[src/rtl/rice_core_div_unit.sv]
// Iterative restoring divider (DIV/DIVU/REM/REMU) with valid/ready handshakes on both sides.
// Define RICE_CORE_DIV_FAST_PATH_EN to finish trivial requests one cycle after accept.
module rice_core_div_unit #(
   parameter int unsigned XLEN = 32
) (
   input  logic            i_clk,
   input  logic            i_rst,
   input  logic            i_flush,
   input  logic            i_valid,
   output logic            o_ready,
   input  logic [3:0]      i_op,
   input  logic [XLEN-1:0] i_rs1,
   input  logic [XLEN-1:0] i_rs2,
   output logic            o_valid,
   input  logic            i_ready,
   output logic [XLEN-1:0] o_result
);

   localparam int unsigned COUNTER_WIDTH = $clog2(XLEN);
   localparam logic [XLEN-1:0] SignMin = {1'b1, {(XLEN-1){1'b0}}};

   typedef enum logic [1:0] {StIdle, StBusy, StDone} state_t;

   state_t                   state_q, state_d;
   logic [COUNTER_WIDTH-1:0] cnt_q, cnt_d;
   logic [XLEN-1:0]          dvd_q, dvd_d;
   logic [XLEN-1:0]          dsr_q, dsr_d;
   logic [XLEN-1:0]          rem_q, rem_d;
   logic [XLEN-1:0]          rs1_q, rs1_d;
   logic [XLEN-1:0]          result_q, result_d;
   logic                     sgn_q, sgn_d;
   logic                     rem_sel_q, rem_sel_d;
   logic                     nop_q, nop_d;
   logic                     div0_q, div0_d;
   logic                     ovf_q, ovf_d;
   logic                     q_neg_q, q_neg_d;
   logic                     r_neg_q, r_neg_d;

   // Request decode; i_op is {div, divu, rem, remu} with div taking priority.
   logic            in_sgn, in_rem_sel, in_nop, in_div0, in_ovf, in_q_neg, in_r_neg;
   logic [XLEN-1:0] in_a, in_b;
   logic            accept, fast_go;

   assign in_nop     = (i_op == 4'b0000);
   assign in_sgn     = i_op[3] | ((i_op[3:2] == 2'b00) & i_op[1]);
   assign in_rem_sel = (i_op[3:2] == 2'b00) & (i_op[1] | i_op[0]);
   assign in_a       = (in_sgn & i_rs1[XLEN-1]) ? -i_rs1 : i_rs1;
   assign in_b       = (in_sgn & i_rs2[XLEN-1]) ? -i_rs2 : i_rs2;
   assign in_div0    = (i_rs2 == '0);
   assign in_ovf     = in_sgn & (i_rs1 == SignMin) & (&i_rs2);
   assign in_q_neg   = in_sgn & (i_rs1[XLEN-1] ^ i_rs2[XLEN-1]);
   assign in_r_neg   = in_sgn & i_rs1[XLEN-1];
   assign accept     = i_valid & o_ready & ~i_flush;

`ifdef RICE_CORE_DIV_FAST_PATH_EN
   assign fast_go = ~in_nop & (in_div0 | in_ovf | (in_a < in_b));
`else
   assign fast_go = 1'b0;
`endif

   // One restoring step on the remainder:dividend pair.
   logic [XLEN:0]   rem_shift, rem_sub;
   logic            rem_ge;
   logic [XLEN-1:0] rem_nxt, dvd_nxt;

   assign rem_shift = {rem_q, dvd_q[XLEN-1]};
   assign rem_sub   = rem_shift - {1'b0, dsr_q};
   assign rem_ge    = (rem_shift >= {1'b0, dsr_q});
   assign rem_nxt   = rem_ge ? rem_sub[XLEN-1:0] : rem_shift[XLEN-1:0];
   assign dvd_nxt   = {dvd_q[XLEN-2:0], rem_ge};

   function automatic logic [XLEN-1:0] finalize(
      input logic            nop,
      input logic            rem_sel,
      input logic            div0,
      input logic            ovf,
      input logic            q_neg,
      input logic            r_neg,
      input logic [XLEN-1:0] q,
      input logic [XLEN-1:0] r,
      input logic [XLEN-1:0] rs1
   );
      logic [XLEN-1:0] res;
      if (nop) begin
         res = '0;
      end else if (div0) begin
         res = rem_sel ? rs1 : '1;
      end else if (ovf) begin
         res = rem_sel ? '0 : rs1;
      end else if (rem_sel) begin
         res = r_neg ? -r : r;
      end else begin
         res = q_neg ? -q : q;
      end
      return res;
   endfunction

   always_comb begin
      state_d   = state_q;
      cnt_d     = cnt_q;
      dvd_d     = dvd_q;
      dsr_d     = dsr_q;
      rem_d     = rem_q;
      rs1_d     = rs1_q;
      result_d  = result_q;
      sgn_d     = sgn_q;
      rem_sel_d = rem_sel_q;
      nop_d     = nop_q;
      div0_d    = div0_q;
      ovf_d     = ovf_q;
      q_neg_d   = q_neg_q;
      r_neg_d   = r_neg_q;
      unique case (state_q)
         StIdle: begin
            if (accept) begin
               cnt_d     = COUNTER_WIDTH'(XLEN - 1);
               dvd_d     = in_a;
               dsr_d     = in_b;
               rem_d     = '0;
               rs1_d     = i_rs1;
               sgn_d     = in_sgn;
               rem_sel_d = in_rem_sel;
               nop_d     = in_nop;
               div0_d    = in_div0;
               ovf_d     = in_ovf;
               q_neg_d   = in_q_neg;
               r_neg_d   = in_r_neg;
               if (fast_go) begin
                  // Small dividend: quotient 0, remainder |rs1| before sign fix.
                  state_d  = StDone;
                  result_d = finalize(in_nop, in_rem_sel, in_div0, in_ovf, in_q_neg,
                                      in_r_neg, '0, in_a, i_rs1);
               end else begin
                  state_d = StBusy;
               end
            end
         end
         StBusy: begin
            if (i_flush) begin
               state_d = StIdle;
            end else begin
               dvd_d = dvd_nxt;
               rem_d = rem_nxt;
               cnt_d = cnt_q - COUNTER_WIDTH'(1);
               if (cnt_q == '0) begin
                  state_d  = StDone;
                  result_d = finalize(nop_q, rem_sel_q, div0_q, ovf_q, q_neg_q, r_neg_q,
                                      dvd_nxt, rem_nxt, rs1_q);
               end
            end
         end
         StDone: begin
            if (i_flush || i_ready) begin
               state_d  = StIdle;
               result_d = '0;
            end
         end
         default: state_d = StIdle;
      endcase
   end

   always_ff @(posedge i_clk) begin
      if (i_rst) begin
         state_q   <= StIdle;
         cnt_q     <= '0;
         dvd_q     <= '0;
         dsr_q     <= '0;
         rem_q     <= '0;
         rs1_q     <= '0;
         result_q  <= '0;
         sgn_q     <= 1'b0;
         rem_sel_q <= 1'b0;
         nop_q     <= 1'b0;
         div0_q    <= 1'b0;
         ovf_q     <= 1'b0;
         q_neg_q   <= 1'b0;
         r_neg_q   <= 1'b0;
      end else begin
         state_q   <= state_d;
         cnt_q     <= cnt_d;
         dvd_q     <= dvd_d;
         dsr_q     <= dsr_d;
         rem_q     <= rem_d;
         rs1_q     <= rs1_d;
         result_q  <= result_d;
         sgn_q     <= sgn_d;
         rem_sel_q <= rem_sel_d;
         nop_q     <= nop_d;
         div0_q    <= div0_d;
         ovf_q     <= ovf_d;
         q_neg_q   <= q_neg_d;
         r_neg_q   <= r_neg_d;
      end
   end

   assign o_ready  = (state_q == StIdle);
   assign o_valid  = (state_q == StDone);
   assign o_result = result_q;

endmodule

[config.mk]
export PLATFORM = sky130hd
export DESIGN_NAME = rice_core_div_unit
export DESIGN_NICKNAME = d
export VERILOG_FILES = /design/src/rtl/rice_core_div_unit.sv
export SDC_FILE = /design/constraint.sdc
export NUM_CORES = 1
export LEC_CHECK = 0
export ABC_AREA = 1
export ABC_CLOCK_PERIOD_IN_PS = 3500
export BUFFER_PORTS_ARGS = -buffer_cell sky130_fd_sc_hd__buf_2
export CAP_MARGIN = 25
export CORE_MARGIN = 5
export CORE_UTILIZATION = 28
export DETAILED_ROUTE_END_ITERATION = 8
export GPL_ROUTABILITY_DRIVEN = 0
export GPL_TIMING_DRIVEN = 0
export PLACE_DENSITY = 0.42
export SETUP_SLACK_MARGIN = 0.4
export SYNTH_ARGS = -nofsm -noshare
export SYNTH_HDL_FRONTEND = slang
export SYNTH_SLANG_ARGS = --single-unit
[constraint.sdc]
create_clock -name i_clk -period 3.5 [get_ports i_clk]
set_input_delay 0 -clock i_clk [delete_from_list [all_inputs] [get_ports i_clk]]
set_output_delay 0 -clock i_clk [all_outputs]
set_load 0.005 [all_outputs]
* Word level (Yosys, flattened, before mapping)
Index checks and enable logic that the tools add are counted.
** Operators by class
- Add/sub/neg operators :: 6
- $lt $le $gt $ge :: 1
- Equality and inequality tests :: 8
- Multiplexer cells :: 29
- Bitwise operators :: 13
- Reduce and logical (&&, ||, !) cells :: 13
** Operators by type and width (number)
- 2-to-1 mux 32 bit :: 18
- one-hot mux 32 bit (2 select lines) :: 3
- negator 32 bit :: 4
- greater-or-equal comparator 33 x 32 -> 1 bit :: 1
- equality test 32 bit, second input constant :: 1
- logical NOT 32 bit :: 1
- AND reduction 32 bit :: 1
- subtractor 32 bit :: 1
- 2-to-1 mux 5 bit :: 2
- one-hot mux 5 bit (2 select lines) :: 1
- bitwise AND 1 bit :: 9
- 2-to-1 mux 2 bit :: 4
- one-hot mux 2 bit (3 select lines) :: 1
- AND reduction 3 bit :: 2
- logical NOT 5 bit :: 1
- subtractor 5 x 1 -> 5 bit, second input constant :: 1
- logical NOT 2 bit :: 2
- logical NOT 4 bit :: 1
- != test 2 x 1 -> 1 bit, second input constant :: 2
- != test 2 bit, second input constant :: 2
- AND reduction 4 bit :: 1
- nonzero test 2 bit :: 2
- != test 3 bit, second input constant :: 1
- equality test 2 x 1 -> 1 bit, second input constant :: 1
- other kinds (6) :: 7
** Storage, ports and cells
- Register bits :: 173
- Bits of input ports :: 73
- Word-level logic and storage cells :: 83

* Longest topological paths before layout
Gate-level depths: netlist of run 1.
- Word-level depth :: 11
- Mapped depth :: 31
- Depth with buffers taken out :: 29

* Least setup slack after synthesis of run 1
Ideal clock, no wire load.
- Path kind :: reg2reg
- From :: reg dsr_q[9]
- To :: reg result_q[30], in the netlist o_result[30]
- Setup time :: 134 ps
- Data arrival time :: 3465 ps
- Data required time :: 3366 ps
- Slack :: -98 ps
- Cell stages (with the launch flop) :: 29
- Clock period less this slack :: 3598 ps
- Cell sequence :: dfxtp_1 -> inv_1 -> ha_1 -> nand2_1 -> nor2_4 -> nand2_1 -> nor2_2 -> nand3b_1 -> nand2_2 -> nor2_8 -> nand2_8 -> buf_12 -> inv_4 -> ha_1 -> nand3_1 -> nor3_2 -> nand4_1 -> nand3b_1 -> or2_1 -> nand2_1 -> o21ai_1 -> a21oi_1 -> nand2_1 -> a21oi_1 -> a21oi_1 -> nand2_1 -> nand2_1 -> nand2_1 -> a21oi_1
** On the way
- Longest elaborated chain between the ends :: 11
- Elaborated cells between the ends (all ways) :: 14
- Classes of those cells :: 3 x add/sub; 1 x order compare; 10 x mux
** RTL lines
- start, declared :: line 27 : logic [XLEN-1:0] dsr_q, dsr_d;
- start signal, assigned :: line 182 : dsr_q <= dsr_d;
- subtractor 32 bit or greater-or-equal comparator 33 x 32 -> 1 bit (tied branches) :: line 67, 68
- 2-to-1 mux 32 bit :: line 69 : assign rem_nxt = rem_ge ? rem_sub[XLEN-1:0] : rem_shift[XLEN-1:0];
- negator 32 bit :: line 91 : res = r_neg ? -r : r;
- 2-to-1 mux 32 bit :: line 91
- 2-to-1 mux 32 bit * :: line 90 : end else if (rem_sel) begin
- 2-to-1 mux 32 bit * :: line 88 : end else if (ovf) begin
- 2-to-1 mux 32 bit * :: line 86 : end else if (div0) begin
- 2-to-1 mux 32 bit * :: line 84 : if (nop) begin
- 2-to-1 mux 32 bit * :: line 145 : if (cnt_q == '0) begin
- 2-to-1 mux 32 bit * :: line 139 : if (i_flush) begin
- one-hot mux 32 bit (2 select lines) * :: line 113 : unique case (state_q)
- end signal, assigned :: line 185 : result_q <= result_d;
- end, declared :: line 30 : logic [XLEN-1:0] result_q, result_d;
Every way passes the cells marked *; elsewhere a longest branch is shown, timed or not. The select of a mux whose other input is x is not followed.
A chain may end at the register's enable or synchronous reset.

* Final worst setup path of run 1
- From :: reg dsr_q[2]
- To :: reg result_q[26], in the netlist o_result[26]
The elaborated chain is that of the path after synthesis.

==> impl_results.md, run 1 <==
- Adder-cell share of the synthesized area: 3.68%
- Total chip power: 6.57 mW
- Reg2reg start: dsr_q[2]
- Reg2reg setup slack: -0.41 ns
- Measured slew at the worst slew-check pin: 0.991 ns
- Min Tclk post-route: 3.91 ns
- Xor/xnor share of the synthesized area: 4.19%
- Max Cap Viol: 0
- Vias: 16000
- Multiplexer area fraction after synthesis: 0%
- Final wirelength: 63600 µm
- Netlist cell types: 58
- Finish-stage setup viols: 14
- Root Buffer: clkbuf_16
- Register area share after synthesis: 25.1%
- Syn nets: 2416
- Nets: 2670
- Tot GR Track Use: 23.1%
- Switching Share: 39.5%
- Post-synth EDFFs: 0
- Final-report hold violation count: 0
- Largest family of logic cells by synthesized area: simple AND/OR/NAND/NOR gates
- Status: finished, violations left
- Die Width: 232 µm
- Pleak: 8.33 nW
- Worst hold slack: 0.0635 ns
- Core Rows: 81
- Skew-Pair Late Insertion Delay: 0.50 ns
- Final worst slack: -0.411 ns
- Primary FF master, synth: dfxtp_1
- Final setup TNS: -2.45 ns
- Vias in the first global route: 14900
- PD cells: 356 nW/µm²
- Simple-gate portion of the synthesized area: 35.6%
- CTS Buf Count: 17
- Setup Skew: 0.0176 ns
- Worst setup path endpoint: o_result[26]
- Layout area overhead: 33.8%
- Number of clock sinks: 173
- Clk buf depth: 2
- Worst vdd ir: 0.000376 V
- Slew margin rel.: 33.7%
- Synth async-reset ratio: 0%
- CP most frequent cell: nand2_2
- HP Class: in2reg
- CTS HTree Levels: 4
- Required time of the critical path: 3.84 ns
- Crit-path max cell delay: 0.32 ns
- Clock slew at reported path FFs: 0.07 ns
- CTS tree: done
- Initial DRT Pass Iterations: 5
- P_int: 3.97 mW
- Wire length of the first global-routing pass: 92900 µm
- Die Ht: 232 µm
- HPWL Detailed: 50400 µm
- Net switching power: 2.60 mW
- Routed Antenna Nets: 0
- YS warnings: 0
- Period utilization: 112%
- CP arrival: 4.25 ns
- RSZ-0062 raised after global routing: yes
- Failing checks: setup timing
- DR WL/cell: 19.7 µm
- Startpoint Class: flip-flop
- Clock share of power: 30.0%
- Fmax: 256 MHz
- Synth Register Bits: 173
- Filler cells: 5379
- Iteration-0 DRC Markers: 1406
- DP Cell Count: 3074
- Crit path max fanout: 5
- Reg2reg end: o_result[26]
- Core area: 48800 µm²
- DR vias/cell: 4.94
- Cell area after synthesis: 13800 µm²
- Type of the worst setup path: reg2reg
- Diode count: 0
- Die ar.: 53800 µm²
- FF-to-FF path depth: 30
- Setup crit start: dsr_q[2]
- Largest net degree at the start of global routing: 17
- Layout cells sized above 1: 23.4%
- Initial core utilization: 28.2%
- Sequential power share: 32.7%
- GR Overflow Total: 0
- Setup WS pre-CTS: -1.02 ns
- Worst setup EP type: flip-flop
- Initial antenna violation count: 0
- Max-slew violation count: 0
- CP max-delay cell: dfxtp_2
- # IOs: 107
- Synth Instances: 2303
- Post-synthesis area per instance: 5.99 µm²
- Comb power frac: 37.3%
- DRC violations left: 0
- Post-route insts no fill: 3234
- Area fraction in compound gates after synthesis: 18.5%
- Port bufs: 105
-- cell families (layout without fill, tap and decap cells) --
| group | after synthesis | in the layout |
|---|---|---|
| DFF | 173 | 173 |
| AOI/OAI and AO/OA | 453 | 453 |
| buffers and inverters | 452 | 718 |
| and+or+nand+nor | 1119 | 1120 |
| adders and majority gates | 40 | 40 |
| xor gates and xnor gates | 66 | 66 |
-- power by group through the flow --
| stage | clock (mW) | sequential (mW) | combinational, mW |
|---|---|---|---|
| finish | 1.97 | 2.15 | 2.45 |
| global route | 2.09 | 2.16 | 2.67 |
| CTS | 2.04 | 2.15 | 2.18 |
| detailed placement | 0 | 2.19 | 1.95 |
| global placement | 0 | 2.18 | 1.95 |
| floorplan | 0 | 2.16 | 1.31 |
-- Yosys cell counts, types with 20 or more instances --
cell type / instances / area [µm²]
clkbuf_1: 64 / 240
o221ai_1: 20 / 175
o21ai_0: 138 / 691
nor2_1: 174 / 653
ha_1: 39 / 488
nand3_1: 154 / 771
xor2_1: 48 / 420
nand2_1: 630 / 2360
nor3_1: 35 / 175
nand2_2: 28 / 175
o211ai_1: 23 / 173
nand4_1: 21 / 131
a21oi_1: 209 / 1050
inv_1: 345 / 1290
dfxtp_1: 173 / 3460
-- worst max-delay path: cells and delay by family (launching register included) --
kind	cells	cell delay, ns
flops	1	0.32
buf+inv	4	0.35
compound gates	4	0.45
simple gates	19	2.00
fa+ha+maj	2	0.36
xor+xnor	1	0.26
-- worst min path at each step --
stage / startpoint / slack [ns] / depth (start not counted) / end
2_1_floorplan: i_rs2[0] / 0.15 / 2 / dsr_q[0]
3_3_place_gp: i_op[0] / 0.29 / 4 / nop_q
3_5_place_dp: i_op[0] / 0.30 / 4 / nop_q
4_1_cts: i_rs1[27] / 0.0008 / 5 / dvd_q[27]
5_1_grt: i_op[2] / 0.05 / 4 / rem_sel_q
6_report: i_rs1[27] / 0.06 / 4 / dvd_q[29]
-- metrics by stage --
step / cell area [µm²] / util (%)
after floorplan: 14200 / -
after global placement: 15500 / 31.8
after detailed placement: 15600 / 31.9
after CTS: 17500 / 35.9
after global routing: 18500 / 37.8
final: 18500 / 37.8
-- final cells by class --
class / instances / area (µm²) / area share [%]
Timing Repair Buffer: 234 / 1800 / 9.77
Clock inverter: 13 / 129 / 0.698
Clock buffer: 19 / 443 / 2.40
Tap cell: 664 / 831 / 4.50
Multi-Input combinational cell: 1679 / 9940 / 53.8
Sequential cell: 173 / 3510 / 19.0
Buffer: 96 / 443 / 2.40
Inverter: 356 / 1360 / 7.39
-- registers in the layout (all words and copies together), names as in the netlist --
| register | flops |
|---|---|
| div0_q | 1 |
| dsr_q | 32 |
| nop_q | 1 |
| rs1_q | 32 |
| rem_q | 32 |
| rem_sel_q | 1 |
| cnt_q | 5 |
| dvd_q | 32 |
| ovf_q | 1 |
| state_q | 2 |
| q_neg_q | 1 |
| o_result | 32 |
| r_neg_q | 1 |
-- routing by layer --
metal  routed length, µm  global-route usage (%)  vias up  share of wire, %
li1                    -                       -     7939                 -
met1               30100                    32.6     7513                47
met2               28900                    37.3      458                46
met3                3390                    3.26       60               5.3
met4                1170                    5.35        0               1.8
met5                   0                       0        -                 0
-- what timing repair did --
| item | 4_1_cts | 5_1_grt |
|---|---|---|
| resized for setup | 144 | 211 |
| pin swaps | 41 | 110 |
| endpoints found under the setup margin | 31 | 50 |
| gates cloned | 1 | 1 |
| hold buffers | 67 | 0 |
| setup buffers | 37 | 22 |
| hold endpoints to repair | 80 | 0 |
-- placed cells by master (no fill, tap or decap), types with 19 or more instances in the layout --
cell type      instances
nor3_1                32
buf_2                112
dfxtp_2               33
o221ai_1              19
dlygate4sd3_1         67
nand2_1              546
nand3_2               43
nand3_1              114
dfxtp_1              139
a21oi_2               26
nand4_1               21
o21ai_0              120
inv_1                319
nor2_1               149
buf_6                 28
o211ai_1              23
inv_2                 31
nand2_2               98
nand2_4               20
nor2_4                25
xor2_1                47
ha_4                  33
buf_4                 36
nor2_2                20
clkbuf_1              65
a21oi_1              185
Power figures use the tool's default switching activity.
==> run 2: changes to the inputs <==
- CORE_ASPECT_RATIO: default -> 1.4
==> run 2 against run 1 <==
The run still ends with setup timing left. Clock skew grew 0.0016 ns. Non-clock buffer count decreased by 26. Via count down 2.2%. Sequential power barely moved. Clock power up 9%.
==> impl_results.md, run 2 (synthesized netlist as in run 1, its figures left out) <==
- Final wirelength: 64600 µm (+1.6%)
- Measured slew at the worst slew-check pin: 1.07 ns (+0.0779 ns)
- Clock slew at reported path FFs: 0.08 ns (about the same)
- M1 wire length: 24800 µm (-17%)
- Worst setup EP type: flip-flop
- HPWL Detailed: 52700 µm (+4.6%)
- RSZ-0062 raised after global routing: yes
- Final-report hold violation count: 0 (unchanged)
- P_int: 4.17 mW (+4.9%)
- WP buf/inv: 3 (-1)
- Failing checks: setup timing
- GR Overflow Total: 0 (unchanged)
- Clk buf depth: 2 (unchanged)
- Comb power frac: 35.3% (-2.0 points)
- Worst vdd ir: 0.000379 V (+0.69%)
- Port bufs: 105 (unchanged)
- Most frequent cells in the layout: 584 x nand2_1, 331 x inv_1, 191 x a21oi_1
- Sequential power share: 32.4% (-0.3 points)
- HP Class: in2reg
- CP arrival: 4.22 ns (-0.03 ns)
- CP max-delay cell: dfxtp_2
- Highest routing layer actually used: met4
- Setup Skew: 0.0192 ns (+0.00159 ns)
- DR vias/cell: 4.91 (-0.57%)
- Nets: 2644 (-0.97%)
- # IOs: 107 (unchanged)
- Worst hold slack: 0.0118 ns (-0.0518 ns)
- Crit-path max cell delay: 0.34 ns (+0.02 ns)
- Clock share of power: 32.2% (+2.2 points)
- Die Width: 198 µm (-15%)
- Initial antenna violation count: 1 (+1)
- Max Cap Viol: 0 (unchanged)
- Iteration-0 DRC Markers: 949 (-33%)
- PD cells: 372 nW/µm² (+4.6%)
- Largest net degree at the start of global routing: 17 (unchanged)
- Skew-Pair Late Insertion Delay: 0.47 ns (-0.03 ns)
- Die ar.: 53900 µm² (+0.12%)
- Die Ht: 273 µm (+18%)
- Min Tclk post-route: 3.91 ns (-0.00369 ns)
- Total chip power: 6.64 mW (+1.0%)
- Cell family with the largest share of critical-path delay: simple AND/OR/NAND/NOR gates
- CTS Buf Count: 17 (unchanged)
- Fmax: 256 MHz (about the same)
- Post-route cell area: 17800 µm² (-3.4%)
- Wire length of the first global-routing pass: 95200 µm (+2.5%)
- Diode count: 0 (unchanged)
- Layout area overhead: 29.2%
- Final worst slack: -0.407 ns (+0.00369 ns)
- Reg2reg start: dsr_q[26]
- CTS HTree Levels: 4 (unchanged)
- Setup crit start: dsr_q[26]
- Initial DRT Pass Iterations: 6 (+1)
- Status: finished, violations left
- Final setup TNS: -7.46 ns (-5.01 ns)
- CTS tree: done
- Required time of the critical path: 3.81 ns (-0.03 ns)
- Max-slew violation count: 0 (unchanged)
- Tot GR Track Use: 23.6% (+0.58 points)
- Wire length on met2: 33000 µm (+14%)
- Period utilization: 112% (about the same)
- Crit path max fanout: 4 (-1)
- Root Buffer: clkbuf_16
- Net switching power: 2.47 mW (-4.9%)
- Layout cells sized above 1: 18.3% (-5.1 points)
- Met3 wire len: 1850 µm (-45%)
- Finish-stage setup viols: 31 (+17)
- Startpoint Class: flip-flop
- Post-placement cell area: 15500 µm² (-0.30%)
- Number of clock sinks: 173 (unchanged)
- Hold_sp: i_rs1[16]
- Vias: 15600 (-2.2%)
- Setup WS pre-CTS: -1.03 ns (-0.00682 ns)
- Vias in the first global route: 15400 (+3.0%)
- Initial core utilization: 28.2% (about the same)
- Routed Antenna Nets: 0 (unchanged)
- DR WL/cell: 20.3 µm (+3.3%)
- Commonest non-fill, non-tap cell in the layout: nand2_1
- Pleak: 8.15 nW (-2.1%)
- CP most frequent cell: nand2_2
- Slew margin rel.: 28.7% (-5.0 points)
- Switching Share: 37.2% (-2.3 points)
- DRC violations left: 0 (unchanged)
- Core Rows: 96 (+19%)
- Type of the worst setup path: reg2reg
- Core area: 48900 µm² (about the same)
run 2: cell type report:
| cell class | count | area, µm² |
|---|---|---|
| tap | 637 | 797 |
| inverter | 356 | 1360 |
| sequential | 173 | 3480 |
| buffer | 96 | 453 |
| timing repair buffer | 208 | 1540 |
| clock buffer | 23 | 478 |
| fill | 5416 | 31100 |
| multi-input combinational | 1679 | 9570 |
| clock inverter | 9 | 158 |
run 2: path summary, 6_finish.rpt:
| check | depth (start not counted) | slack, ns | to |
|---|---|---|---|
| worst max-delay path | 27 | -0.41 | o_result[26] |
| worst min-delay path | 5 | 0.01 | dvd_q[16] |
| worst max register to register | 27 | -0.41 | o_result[26] |
| worst min register to register | 2 | 0.46 | o_result[28] |
run 2: per-stage QoR:
step	instances	utilization, %
final	3181	36.5
after global routing	3181	36.5
after CTS	3170	36.0
after detailed placement	3046	31.7
after global placement	3045	31.7
after floorplan	2303	-
run 2: what timing repair did:
| action | 4_1_cts | 5_1_grt |
|---|---|---|
| gates cloned | 1 | 0 |
| setup endpoints to repair | 31 | 42 |
| endpoints found under the hold margin | 58 | 0 |
| buffers inserted | 38 | 11 |
| gates resized for setup | 159 | 45 |
| hold buffers | 53 | 0 |
| pin swaps | 61 | 37 |
run 2: worst register-to-register path: stages, from the launching register on:
cell        delay, ns
dfxtp_2          0.34
clkinvlp_4       0.20
ha_4             0.30
nand2_2          0.06
nand2_2          0.07
nand3_2          0.06
nand2_2          0.07
a21oi_2          0.15
nand2_2          0.10
nor2_8           0.15
nand2_8          0.07
buf_12           0.13
inv_12           0.05
ha_4             0.13
nand3_4          0.07
nor3_4           0.15
nand4_1          0.16
nand3b_1         0.24
or2_1            0.28
nand2_2          0.08
o21ai_2          0.06
a21oi_2          0.18
xor2_1           0.22
a21oi_2          0.12
nand2_1          0.13
nand2_1          0.07
nand2_2          0.07
a21oi_2          0.05
run 2: power groups by stage:
stage / registers [mW] / logic (mW) / clock network [mW]
2_1_floorplan: 2.16 / 1.31 / 0
3_3_place_gp: 2.19 / 1.97 / 0
3_5_place_dp: 2.19 / 1.98 / 0
4_1_cts: 2.15 / 2.28 / 2.18
5_1_grt: 2.16 / 2.55 / 2.27
6_report: 2.15 / 2.35 / 2.14
run 2: metal layers:
layer  up-vias  track usage (%)
li1       7904                -
met1      7207             25.8
met2       374             42.9
met3       134             2.33
met4         0             15.6
met5         -                0
